$ cat config.mk
export PLATFORM = sky130hd
export DESIGN_NAME = phrase_field_composer_flat
export DESIGN_NICKNAME = d
export VERILOG_FILES = /design/src/rtl/phrase_field_composer_if.sv /design/src/rtl/phrase_field_composer.sv /design/src/flat_wrapper.sv
export SDC_FILE = /design/constraint.sdc
export NUM_CORES = 1
export LEC_CHECK = 0
export ABC_AREA = 0
export BUFFER_PORTS_ARGS = -buffer_cell sky130_fd_sc_hd__buf_2
export CORE_MARGIN = 2
export CORE_UTILIZATION = 25
export CTS_CLUSTER_DIAMETER = 120
export DETAILED_ROUTE_END_ITERATION = 8
export MAX_ROUTING_LAYER = met4
export SETUP_SLACK_MARGIN = 0.4
export SYNTH_ARGS = -nofsm -noshare
export SYNTH_HDL_FRONTEND = slang
export SYNTH_SLANG_ARGS = --single-unit
$ cat constraint.sdc
create_clock -name clock -period 7.3 [get_ports clock]
set_clock_uncertainty 0.15 [all_clocks]
set_input_delay 1.825 -clock clock [delete_from_list [all_inputs] [get_ports clock]]
set_output_delay 1.825 -clock clock [all_outputs]
set_load 0.05 [all_outputs]
$ cat src/rtl/phrase_field_composer_if.sv
// Bus between the LCD fetch path and the phrase field composer.
// The master side drives the fetch address, template data, live fields and update requests.
interface phrase_field_composer_if #(
  parameter int unsigned NUM_FIELDS = 3,
  parameter int unsigned FIELD_W    = 8,
  parameter int unsigned ADDR_W     = 5,
  parameter int unsigned STATE_W    = 2
);
  logic [ADDR_W-1:0]             disp_addr;
  logic [7:0]                    template_char;
  logic [NUM_FIELDS*FIELD_W-1:0] field_data;
  logic [STATE_W-1:0]            state_flag;
  logic                          update;
  logic                          busy;
  logic                          ready;
  logic [NUM_FIELDS-1:0]         overflow;
  logic [7:0]                    char_out;

  modport master (
    output disp_addr, template_char, field_data, state_flag, update,
    input  busy, ready, overflow, char_out
  );

  modport slave (
    input  disp_addr, template_char, field_data, state_flag, update,
    output busy, ready, overflow, char_out
  );
endinterface

$ cat src/rtl/phrase_field_composer.sv
// Overlays decimal-converted numeric fields and a state letter onto the template phrase stream.
// Fields are snapshotted, converted serially (shift-add-3) and committed atomically to a display bank.
module phrase_field_composer #(
  parameter int unsigned                   NUM_FIELDS  = 3,
  parameter int unsigned                   FIELD_W     = 8,
  parameter int unsigned                   DIGITS      = 3,
  parameter int unsigned                   ADDR_W      = 5,
  parameter logic [NUM_FIELDS*ADDR_W-1:0]  FIELD_POS   = {5'd28, 5'd19, 5'd3},
  parameter int unsigned                   STATE_POS   = 14,
  parameter int unsigned                   NUM_STATES  = 4,
  parameter logic [8*NUM_STATES-1:0]       STATE_CHARS = "ERWI",
  parameter bit                            BLANK_LEAD  = 1'b1
) (
  input  logic                   clock,
  input  logic                   reset,
  phrase_field_composer_if.slave bus
);

  localparam int unsigned BCD_W   = DIGITS * 4;
  localparam int unsigned IDX_W   = (NUM_FIELDS > 1) ? $clog2(NUM_FIELDS) : 1;
  localparam int unsigned CNT_W   = $clog2(FIELD_W + 1);
  localparam int unsigned STATE_W = (NUM_STATES > 1) ? $clog2(NUM_STATES) : 1;
  localparam int unsigned DATA_W  = NUM_FIELDS * FIELD_W;

  typedef enum logic [2:0] {IDLE, LOAD, SHIFT, STORE, COMMIT} state_t;

  state_t                  state, state_d;
  logic [IDX_W-1:0]        idx, idx_d;
  logic [CNT_W-1:0]        cnt, cnt_d;
  logic [DATA_W-1:0]       snap, snap_d;
  logic [FIELD_W-1:0]      shreg, shreg_d;
  logic [BCD_W-1:0]        bcd, bcd_d, bcd_adj;
  logic                    ov_acc, ov_acc_d;
  logic [BCD_W-1:0]        wk_bcd [NUM_FIELDS];
  logic [BCD_W-1:0]        wk_bcd_d [NUM_FIELDS];
  logic [BCD_W-1:0]        dp_bcd [NUM_FIELDS];
  logic [BCD_W-1:0]        dp_bcd_d [NUM_FIELDS];
  logic [NUM_FIELDS-1:0]   wk_ov, wk_ov_d;
  logic [NUM_FIELDS-1:0]   dp_ov, dp_ov_d;
  logic                    pending, pending_d;
  logic                    busy, busy_d;
  logic                    ready, ready_d;

  logic [ADDR_W-1:0]       addr_q;
  logic [STATE_W-1:0]      sflag_q;
  logic [7:0]              char_out;
  logic [7:0]              mux_c;
  logic [7:0]              state_c;
  logic                    found;
  int unsigned             a_u, p_u, dsel;
  logic [3:0]              dig;

  // Add-3 correction applied to every BCD digit before each shift
  always_comb begin
    bcd_adj = bcd;
    for (int unsigned d = 0; d < DIGITS; d++) begin
      if (bcd[d*4 +: 4] >= 4'd5) begin
        bcd_adj[d*4 +: 4] = bcd[d*4 +: 4] + 4'd3;
      end
    end
  end

  always_ff @(posedge clock or posedge reset) begin
    if (reset) begin
      state   <= IDLE;
      idx     <= '0;
      cnt     <= '0;
      snap    <= '0;
      shreg   <= '0;
      bcd     <= '0;
      ov_acc  <= 1'b0;
      wk_ov   <= '0;
      dp_ov   <= '0;
      pending <= 1'b0;
      busy    <= 1'b0;
      ready   <= 1'b0;
      for (int unsigned i = 0; i < NUM_FIELDS; i++) begin
        wk_bcd[i] <= '0;
        dp_bcd[i] <= '0;
      end
    end else begin
      state   <= state_d;
      idx     <= idx_d;
      cnt     <= cnt_d;
      snap    <= snap_d;
      shreg   <= shreg_d;
      bcd     <= bcd_d;
      ov_acc  <= ov_acc_d;
      wk_ov   <= wk_ov_d;
      dp_ov   <= dp_ov_d;
      pending <= pending_d;
      busy    <= busy_d;
      ready   <= ready_d;
      wk_bcd  <= wk_bcd_d;
      dp_bcd  <= dp_bcd_d;
    end
  end

  // Conversion sequencer: one LOAD/SHIFT*FIELD_W/STORE pass per field, then a single COMMIT
  always_comb begin
    state_d   = state;
    idx_d     = idx;
    cnt_d     = cnt;
    snap_d    = snap;
    shreg_d   = shreg;
    bcd_d     = bcd;
    ov_acc_d  = ov_acc;
    wk_bcd_d  = wk_bcd;
    wk_ov_d   = wk_ov;
    dp_bcd_d  = dp_bcd;
    dp_ov_d   = dp_ov;
    pending_d = pending;
    ready_d   = ready;

    // Requests arriving mid-run (including during COMMIT) coalesce into one re-run
    if (bus.update && (state != IDLE)) begin
      pending_d = 1'b1;
    end

    case (state)
      IDLE: begin
        if (bus.update) begin
          snap_d  = bus.field_data;
          idx_d   = '0;
          state_d = LOAD;
        end
      end
      LOAD: begin
        shreg_d  = snap[32'(idx)*FIELD_W +: FIELD_W];
        bcd_d    = '0;
        ov_acc_d = 1'b0;
        cnt_d    = '0;
        state_d  = SHIFT;
      end
      SHIFT: begin
        bcd_d    = {bcd_adj[BCD_W-2:0], shreg[FIELD_W-1]};
        shreg_d  = {shreg[FIELD_W-2:0], 1'b0};
        ov_acc_d = ov_acc | bcd_adj[BCD_W-1];
        cnt_d    = cnt + CNT_W'(1);
        if (cnt == CNT_W'(FIELD_W - 1)) begin
          state_d = STORE;
        end
      end
      STORE: begin
        wk_bcd_d[idx] = bcd;
        wk_ov_d[idx]  = ov_acc;
        if (idx == IDX_W'(NUM_FIELDS - 1)) begin
          state_d = COMMIT;
        end else begin
          idx_d   = idx + IDX_W'(1);
          state_d = LOAD;
        end
      end
      COMMIT: begin
        dp_bcd_d = wk_bcd;
        dp_ov_d  = wk_ov;
        ready_d  = 1'b1;
        if (pending || bus.update) begin
          pending_d = 1'b0;
          snap_d    = bus.field_data;
          idx_d     = '0;
          state_d   = LOAD;
        end else begin
          state_d = IDLE;
        end
      end
      default: state_d = IDLE;
    endcase

    busy_d = (state_d != IDLE);
  end

  // State letter lookup; out-of-range codes show '?'
  always_comb begin
    state_c = "?";
    for (int unsigned k = 0; k < NUM_STATES; k++) begin
      if (sflag_q == STATE_W'(k)) begin
        state_c = STATE_CHARS[k*8 +: 8];
      end
    end
  end

  // Character mux: lowest-index field window wins, then state letter, then template
  always_comb begin
    mux_c = bus.template_char;
    found = 1'b0;
    a_u   = 32'(addr_q);
    p_u   = 0;
    dsel  = 0;
    dig   = '0;
    if (a_u == STATE_POS) begin
      mux_c = state_c;
    end
    for (int unsigned i = 0; i < NUM_FIELDS; i++) begin
      p_u = 32'(FIELD_POS[i*ADDR_W +: ADDR_W]);
      if (!found && (a_u >= p_u) && ((a_u - p_u) < DIGITS)) begin
        found = 1'b1;
        dsel  = DIGITS - 1 - (a_u - p_u);
        dig   = dp_bcd[i][dsel*4 +: 4];
        if (!ready) begin
          mux_c = "-";
        end else if (dp_ov[i]) begin
          mux_c = "*";
        end else if (BLANK_LEAD && (dsel != 0) && ((dp_bcd[i] >> (dsel*4)) == '0)) begin
          mux_c = 8'h20;
        end else begin
          mux_c = {4'h3, dig};
        end
      end
    end
  end

  // Two-stage fetch pipeline, runs every cycle regardless of conversion activity
  always_ff @(posedge clock or posedge reset) begin
    if (reset) begin
      addr_q   <= '0;
      sflag_q  <= '0;
      char_out <= 8'h20;
    end else begin
      addr_q   <= bus.disp_addr;
      sflag_q  <= bus.state_flag;
      char_out <= mux_c;
    end
  end

  assign bus.busy     = busy;
  assign bus.ready    = ready;
  assign bus.overflow = dp_ov;
  assign bus.char_out = char_out;

endmodule

$ cat src/flat_wrapper.sv
// flat-port wrapper written by rule: the top's interface ports become plain ports
module phrase_field_composer_flat 
#(
  parameter int unsigned                   NUM_FIELDS  = 3,
  parameter int unsigned                   FIELD_W     = 8,
  parameter int unsigned                   DIGITS      = 3,
  parameter int unsigned                   ADDR_W      = 5,
  parameter logic [NUM_FIELDS*ADDR_W-1:0]  FIELD_POS   = {5'd28, 5'd19, 5'd3},
  parameter int unsigned                   STATE_POS   = 14,
  parameter int unsigned                   NUM_STATES  = 4,
  parameter logic [8*NUM_STATES-1:0]       STATE_CHARS = "    ",
  parameter bit                            BLANK_LEAD  = 1'b1
)
  (clock, reset, bus_disp_addr, bus_template_char, bus_field_data, bus_state_flag, bus_update, bus_busy, bus_ready, bus_overflow, bus_char_out);
  phrase_field_composer_if #(.NUM_FIELDS(NUM_FIELDS), .FIELD_W(FIELD_W), .ADDR_W(ADDR_W)) bus_i ();
  input  logic clock;
  input  logic reset;
  input wire logic [$bits(bus_i.disp_addr)-1:0] bus_disp_addr;
  input wire logic [$bits(bus_i.template_char)-1:0] bus_template_char;
  input wire logic [$bits(bus_i.field_data)-1:0] bus_field_data;
  input wire logic [$bits(bus_i.state_flag)-1:0] bus_state_flag;
  input wire logic [$bits(bus_i.update)-1:0] bus_update;
  output wire logic [$bits(bus_i.busy)-1:0] bus_busy;
  output wire logic [$bits(bus_i.ready)-1:0] bus_ready;
  output wire logic [$bits(bus_i.overflow)-1:0] bus_overflow;
  output wire logic [$bits(bus_i.char_out)-1:0] bus_char_out;
  assign bus_i.disp_addr = bus_disp_addr;
  assign bus_i.template_char = bus_template_char;
  assign bus_i.field_data = bus_field_data;
  assign bus_i.state_flag = bus_state_flag;
  assign bus_i.update = bus_update;
  assign bus_busy = bus_i.busy;
  assign bus_ready = bus_i.ready;
  assign bus_overflow = bus_i.overflow;
  assign bus_char_out = bus_i.char_out;
  phrase_field_composer #(.NUM_FIELDS(NUM_FIELDS), .FIELD_W(FIELD_W), .DIGITS(DIGITS), .ADDR_W(ADDR_W), .FIELD_POS(FIELD_POS), .STATE_POS(STATE_POS), .NUM_STATES(NUM_STATES), .STATE_CHARS(STATE_CHARS), .BLANK_LEAD(BLANK_LEAD)) u_core (.clock(clock), .reset(reset), .bus(bus_i));
endmodule
=== Word-level counts from Yosys, hierarchy flattened ===
Cells that the tools add are included.

* Add/sub/neg operators: 11
* Magnitude comparators: 13
* Eq/ne operators: 13
* Shift-type cells: 7
* Multiplexer cells: 47
* Bitwise operators: 2
* Reduce and logical (&&, ||, !) cells: 29

{| class="wikitable"
|+ Operators by type and width
! cell !! count
|-
| 12-bit by 33-bit indexed part select with 4-bit output || 3
|-
| 32-bit by 2-bit less-than comparator with 1-bit output (second input constant) || 3
|-
| 32-bit nonzero test || 3
|-
| 12-bit by 32-bit >> shifter with 12-bit output || 3
|-
| 2-bit by 32-bit subtractor with 32-bit output (first input constant) || 3
|-
| 8-bit 2-to-1 mux || 10
|-
| 24-bit 2-to-1 mux || 2
|-
| 24-bit case mux with 2 select lines || 1
|-
| 36-bit bitwise mux || 1
|-
| 12-bit zero test || 3
|-
| 5-bit 2-to-1 mux || 7
|-
| 12-bit demux with 2-bit select || 1
|-
| 12-bit case mux with 2 select lines || 1
|-
| 24-bit by 6-bit indexed part select with 8-bit output || 1
|-
| 8-bit case mux with 2 select lines || 1
|-
| 3-bit case mux with 5 select lines || 1
|-
| 4-bit by 2-bit adder with 4-bit output (second input constant) || 3
|-
| 4-bit by 3-bit greater-or-equal comparator with 1-bit output (second input constant) || 3
|-
| 12-bit 2-to-1 mux || 1
|-
| 4-bit 2-to-1 mux || 3
|-
| 5-bit by 5-bit subtractor with 6-bit output (second input constant) || 2
|-
| 1-bit logical AND || 11
|-
| 5-bit greater-or-equal comparator (second input constant) || 2
|-
| 3-bit 2-to-1 mux || 3
|-
| 34 further kinds || 50
|}

* Register bits: 150
* Bits of input ports: 42
* Output and inout port bits: 13
* Word-level logic and storage cells: 143

=== Longest topological paths before layout ===
* Depth after elaboration: 12
* Mapped depth: 17

=== Worst setup path before layout ===
Ideal clock, no wire load.

* Path type: flip-flop to flip-flop
* Start: reg u_core.addr_q[0]
* End: reg u_core.char_out[4], in the netlist u_core.bus.char_out[4]
* Library setup time: 0.078 ns
* Data arrival time: 4.042 ns
* Setup slack: 3.030 ns
* Stages on the path, launching flop included: 17
* Path buffers: 2
* Period minus slack after synthesis: 4.270 ns
* Cells stage by stage: dfrtp_1 -> buf_4 -> inv_1 -> clkbuf_1 -> ha_1 -> nor2_1 -> a211o_1 -> o2111ai_1 -> o41ai_1 -> nand3b_1 -> ha_1 -> or4b_4 -> nor4_4 -> o21ai_1 -> and4bb_1 -> or4b_1 -> a21oi_1

* Cells in the longest elaborated chain, start to end: 12
* Elaborated cells between the ends (all ways): 47
* Classes of those cells: 6 x add/sub; 6 x order compare; 1 x eq/ne; 3 x shift; 15 x mux; 16 x reduce/logical

{| class="wikitable"
|+ Ends and longest elaborated chain
! what !! line !! text
|-
| from (decl) || phrase_field_composer.sv:44 || <nowiki>logic [ADDR_W-1:0] addr_q;</nowiki>
|-
| from (signal assigned) || phrase_field_composer.sv:220 || <nowiki>addr_q <= bus.disp_addr;</nowiki>
|-
| branches (longest 11 deep; another with 2-bit by 32-bit subtractor with 32-bit output) || n/a ||
|-
| 8-bit 2-to-1 mux * || phrase_field_composer.sv:196 || <nowiki>if (!found && (a_u >= p_u) && ((a_u - p_u) < DIGITS)) begin</nowiki>
|-
| net u_core.mux_c[4] || phrase_field_composer.sv:47 || <nowiki>logic [7:0] mux_c;</nowiki>
|-
| to (signal assigned) || phrase_field_composer.sv:222 || <nowiki>char_out <= mux_c;</nowiki>
|-
| to (decl) || phrase_field_composer.sv:46 || <nowiki>logic [7:0] char_out;</nowiki>
|}

Mark *: on every way through the listed nets, which the timed path passes.
A chain may end at the register's enable or synchronous reset.

=== Worst setup path after layout ===
Ends and elaborated chain as after synthesis.

==> results_dict.tcl <==
set metrics [dict create \
    critPathBufInv 1 \
    criticalPathCategory "flip-flop to flip-flop" \
    crit_end "u_core.bus.char_out[4]$_DFF_PP0_" \
    io_buffer_count 52 \
    fin_ws_ns 1.70 \
    wire_per_inst_um 14.7 \
    fin_tns_setup_ns 0 \
    period_share_pct 76.7 \
    cp_max_fo 24 \
    vias_per_cell 4.68 \
    drt_iter0_drc 397 \
    rsz0062_at_grt "false" \
    hp-start "u_core.wk_bcd[4]$_DFFE_PP0P_" \
    rrSetupSlack_ns 1.70 \
    num_vias 5187 \
    drive_above_1_share_pct 26.3 \
    period_minus_slack_ns 5.60 \
    cp.arrival_ns 5.80 \
    core_area_sq_um 29500 \
    hold_viol_final 0 \
    r2r-end "u_core.bus.char_out[4]$_DFF_PP0_" \
    grt_use_total_pct 11.4 \
    tightestPinTransition_ns 1.12 \
    ys_types 70 \
    initial_core_util_pct 25.3 \
    clk_pin_slew_ns 0.06 \
    crit_chain "inv_1 -> ha_1 -> nor2b_1 -> o41ai_1 -> nand3b_1 -> ha_1 -> or4b_4 -> nor4_4 -> o21ai_1 -> and4bb_1 -> or4b_1 -> a21oi_1" \
    p_leak_nw 3.84 \
    cts.sinks 148 \
    crit_path_end_kind "flip-flop" \
    dieWidth_um 177 \
    rr_startpoint "u_core.addr_q[0]$_DFF_PP0_" \
    h-tree-depth 4 \
    die_y_um 177 \
    synth_ff_type "dfrtp_1" \
    grt_max_degree 107 \
    cts_hold_buf 0 \
    drt-pass1-iter-count 5 \
    yosys_warnings 0 \
    post_cts_buffers 0 \
    status "complete, no violations" \
    synth-edff-count 0 \
    cp_top_family "simple AND/OR/NAND/NOR gates" \
    grt_pass1_vias 5152 \
    cts-root-buf "clkbuf_16" \
    clock_latency_ns 0.42 \
    relSlewSlack_pct 24.5 \
    ys_ff_latch 148 \
    maxSlewViolCount 0 \
    grt-ovfl-total 0 \
    vdd_drop_max_uv 169 \
    ant_nets 0 \
    gp_congestion 0.806 \
    antenna_found_initial 0 \
    design_area_sq_um 8650 \
    grt_first_pass_wirelength_mm 27.3 \
    diodes 0 \
    drt_drc_violations_left 0 \
    critPathRequiredTime_ns 7.50 \
    rr_worst_depth 12 \
    syn-cell-area_sq_um 7450 \
    synth_nets 742 \
    cts_resized 0 \
    yosysSeqAreaShare_pct 49.7 \
    cts_buffers 17 \
    finalSetupViolCount 0 \
    clk_path_buf_depth 2 \
    hpwl_mm 11.2 \
    max_stage_delay_ns 0.84 \
    power.density_nw_per_um2 259 \
    placed_area_sq_um 8110 \
    path_common_cell "ha_1" \
    cp-startpoint "u_core.addr_q[0]$_DFF_PP0_" \
    routed_wirelength_mm 16.3 \
    avgSynthCellArea_sq_um 11.3 \
    start_kind "flip-flop" \
    critical_path_cell_count 12 \
    slowest_stage "o41ai_1" \
    async_reset_ff_share_pct 100 \
    fin_total_pwr_w 0.00225 \
    dieArea_sq_um 31200 \
    areaGrowthSynthToFinish_pct 16.1 \
    max_freq_mhz 179 \
    final_nets 786 \
    core.rowCount 63 \
    cts_tree "yes" \
    nFillCells 3070 \
    netlist_instances 661 \
    ioPinCount 55 \
    hold_class "flip-flop to flip-flop" \
    cap_violations 0 \
    place_ws_ns 1.67 \
]
## state kept, by name, indices dropped and copies added, names as in the netlist
signal / cells
u_core.bcd: 12
u_core.ov_acc: 1
u_core.dp_bcd: 36
u_core.idx: 2
u_core.wk_ov: 3
u_core.state: 3
u_core.cnt: 4
u_core.snap: 24
u_core.bus.overflow: 3
u_core.bus.ready: 1
u_core.pending: 1
u_core.bus.busy: 1
u_core.shreg: 8
u_core.bus.char_out: 8
u_core.addr_q: 5
u_core.wk_bcd: 36
## worst min-delay path by stage
stage | end | slack (ns) | cells past startpoint
5_1_grt | u_core.wk_bcd[4]$_DFFE_PP0P_ | 0.35 | 2
4_1_cts | u_core.wk_bcd[13]$_DFFE_PP0P_ | 0.33 | 2
2_1_floorplan | u_core.wk_bcd[0]$_DFFE_PP0P_ | 0.29 | 2
3_3_place_gp | u_core.wk_bcd[13]$_DFFE_PP0P_ | 0.31 | 2
3_5_place_dp | u_core.wk_bcd[13]$_DFFE_PP0P_ | 0.32 | 2
6_report | u_core.wk_bcd[4]$_DFFE_PP0P_ | 0.33 | 2
## worst reg2reg max path, stage by stage, from the launching register on
cell and delay, ns:
dfrtp_1 0.80, inv_1 0.38, ha_1 0.76, nor2b_1 0.37, o41ai_1 0.84, nand3b_1 0.17
ha_1 0.24, or4b_4 0.52, nor4_4 0.26, o21ai_1 0.11, and4bb_1 0.32, or4b_1 0.46
a21oi_1 0.15
## synth_stat cells, drive strengths merged, types with 3 or more instances
master / n / area share, %
nand3: 11 / 0.74
or2: 4 / 0.34
dfrtp: 147 / 49
o21ai: 42 / 2.8
nor2: 31 / 1.6
a31oi: 10 / 0.84
nand3b: 3 / 0.30
ha: 39 / 6.5
xor2: 3 / 0.45
a21boi: 3 / 0.30
mux2i: 15 / 2.0
nor4: 11 / 1.1
a221oi: 6 / 0.70
or4b: 3 / 0.45
xnor2: 4 / 0.47
nand2b: 10 / 0.84
nand4: 4 / 0.34
inv: 20 / 1.0
nor2b: 5 / 0.42
o2111ai: 3 / 0.35
mux2: 91 / 14
nand2: 55 / 2.8
o22ai: 15 / 1.3
clkbuf: 19 / 0.96
nor3b: 6 / 0.60
and2: 5 / 0.42
nor3: 6 / 0.40
a21oi: 25 / 1.7
and3: 5 / 0.42
or4: 3 / 0.30
nor4bb: 3 / 0.40
buf: 12 / 0.89
o41ai: 4 / 0.47
## report_power, final
part / internal, W / switching (W) / total (W)
logic: 0.000170 / 0.000194 / 0.000364
clock network: 0.000469 / 0.000351 / 0.000820
registers: 0.000957 / 0.000104 / 0.00106
total: 0.00160 / 0.000650 / 0.00225
## per-stage QoR
| stage | instances | hold slack (ns) | utilization (%) |
|---|---|---|---|
| final | 1108 | 0.329 | 29.4 |
| after global routing | 1108 | 0.353 | 29.4 |
| after CTS | 1108 | 0.330 | 29.4 |
| after detailed placement | 1076 | 0.316 | 27.5 |
| after global placement | 1076 | 0.308 | 27.5 |
| after floorplan | 661 | 0.294 | - |
## cells in the final DEF (no fill, tap or decap), types with 11 or more instances in the layout
master	count
dfrtp_1	147
mux2_2	91
nand2_1	55
buf_2	52
o21ai_0	41
ha_1	39
nor2_1	31
a21oi_1	25
inv_1	19
clkbuf_16	17
mux2i_1	15
o22ai_1	15
nand3_1	11
## cell families after synthesis
logic type      after synthesis  share of synthesized area, %
compound gates              130                          11.1
flops                       148                          49.7
xor+xnor                      7                         0.923
fa+ha+maj                    39                          6.55
mux                         106                          15.8
simple gates                179                          13.1
buf+inv                      52                          2.90
## routing by layer
| layer | wire, um | global-route usage [%] |
|---|---|---|
| met1 | 7780 | 15.0 |
| met2 | 7570 | 17.4 |
| met3 | 767 | 2.86 |
| met4 | 144 | 3.00 |
| met5 | 0 | - |
## layout make-up
cell class	count	area (sq um)	area share [%]
sequential	148	3700	42.8
multi-input combinational	461	3540	40.9
tap	390	488	5.64
clock buffer	20	437	5.05
timing repair buffer	56	290	3.35
clock inverter	12	108	1.24
inverter	21	83.8	0.969
No activity file was read; power rests on OpenSTA's default activity.
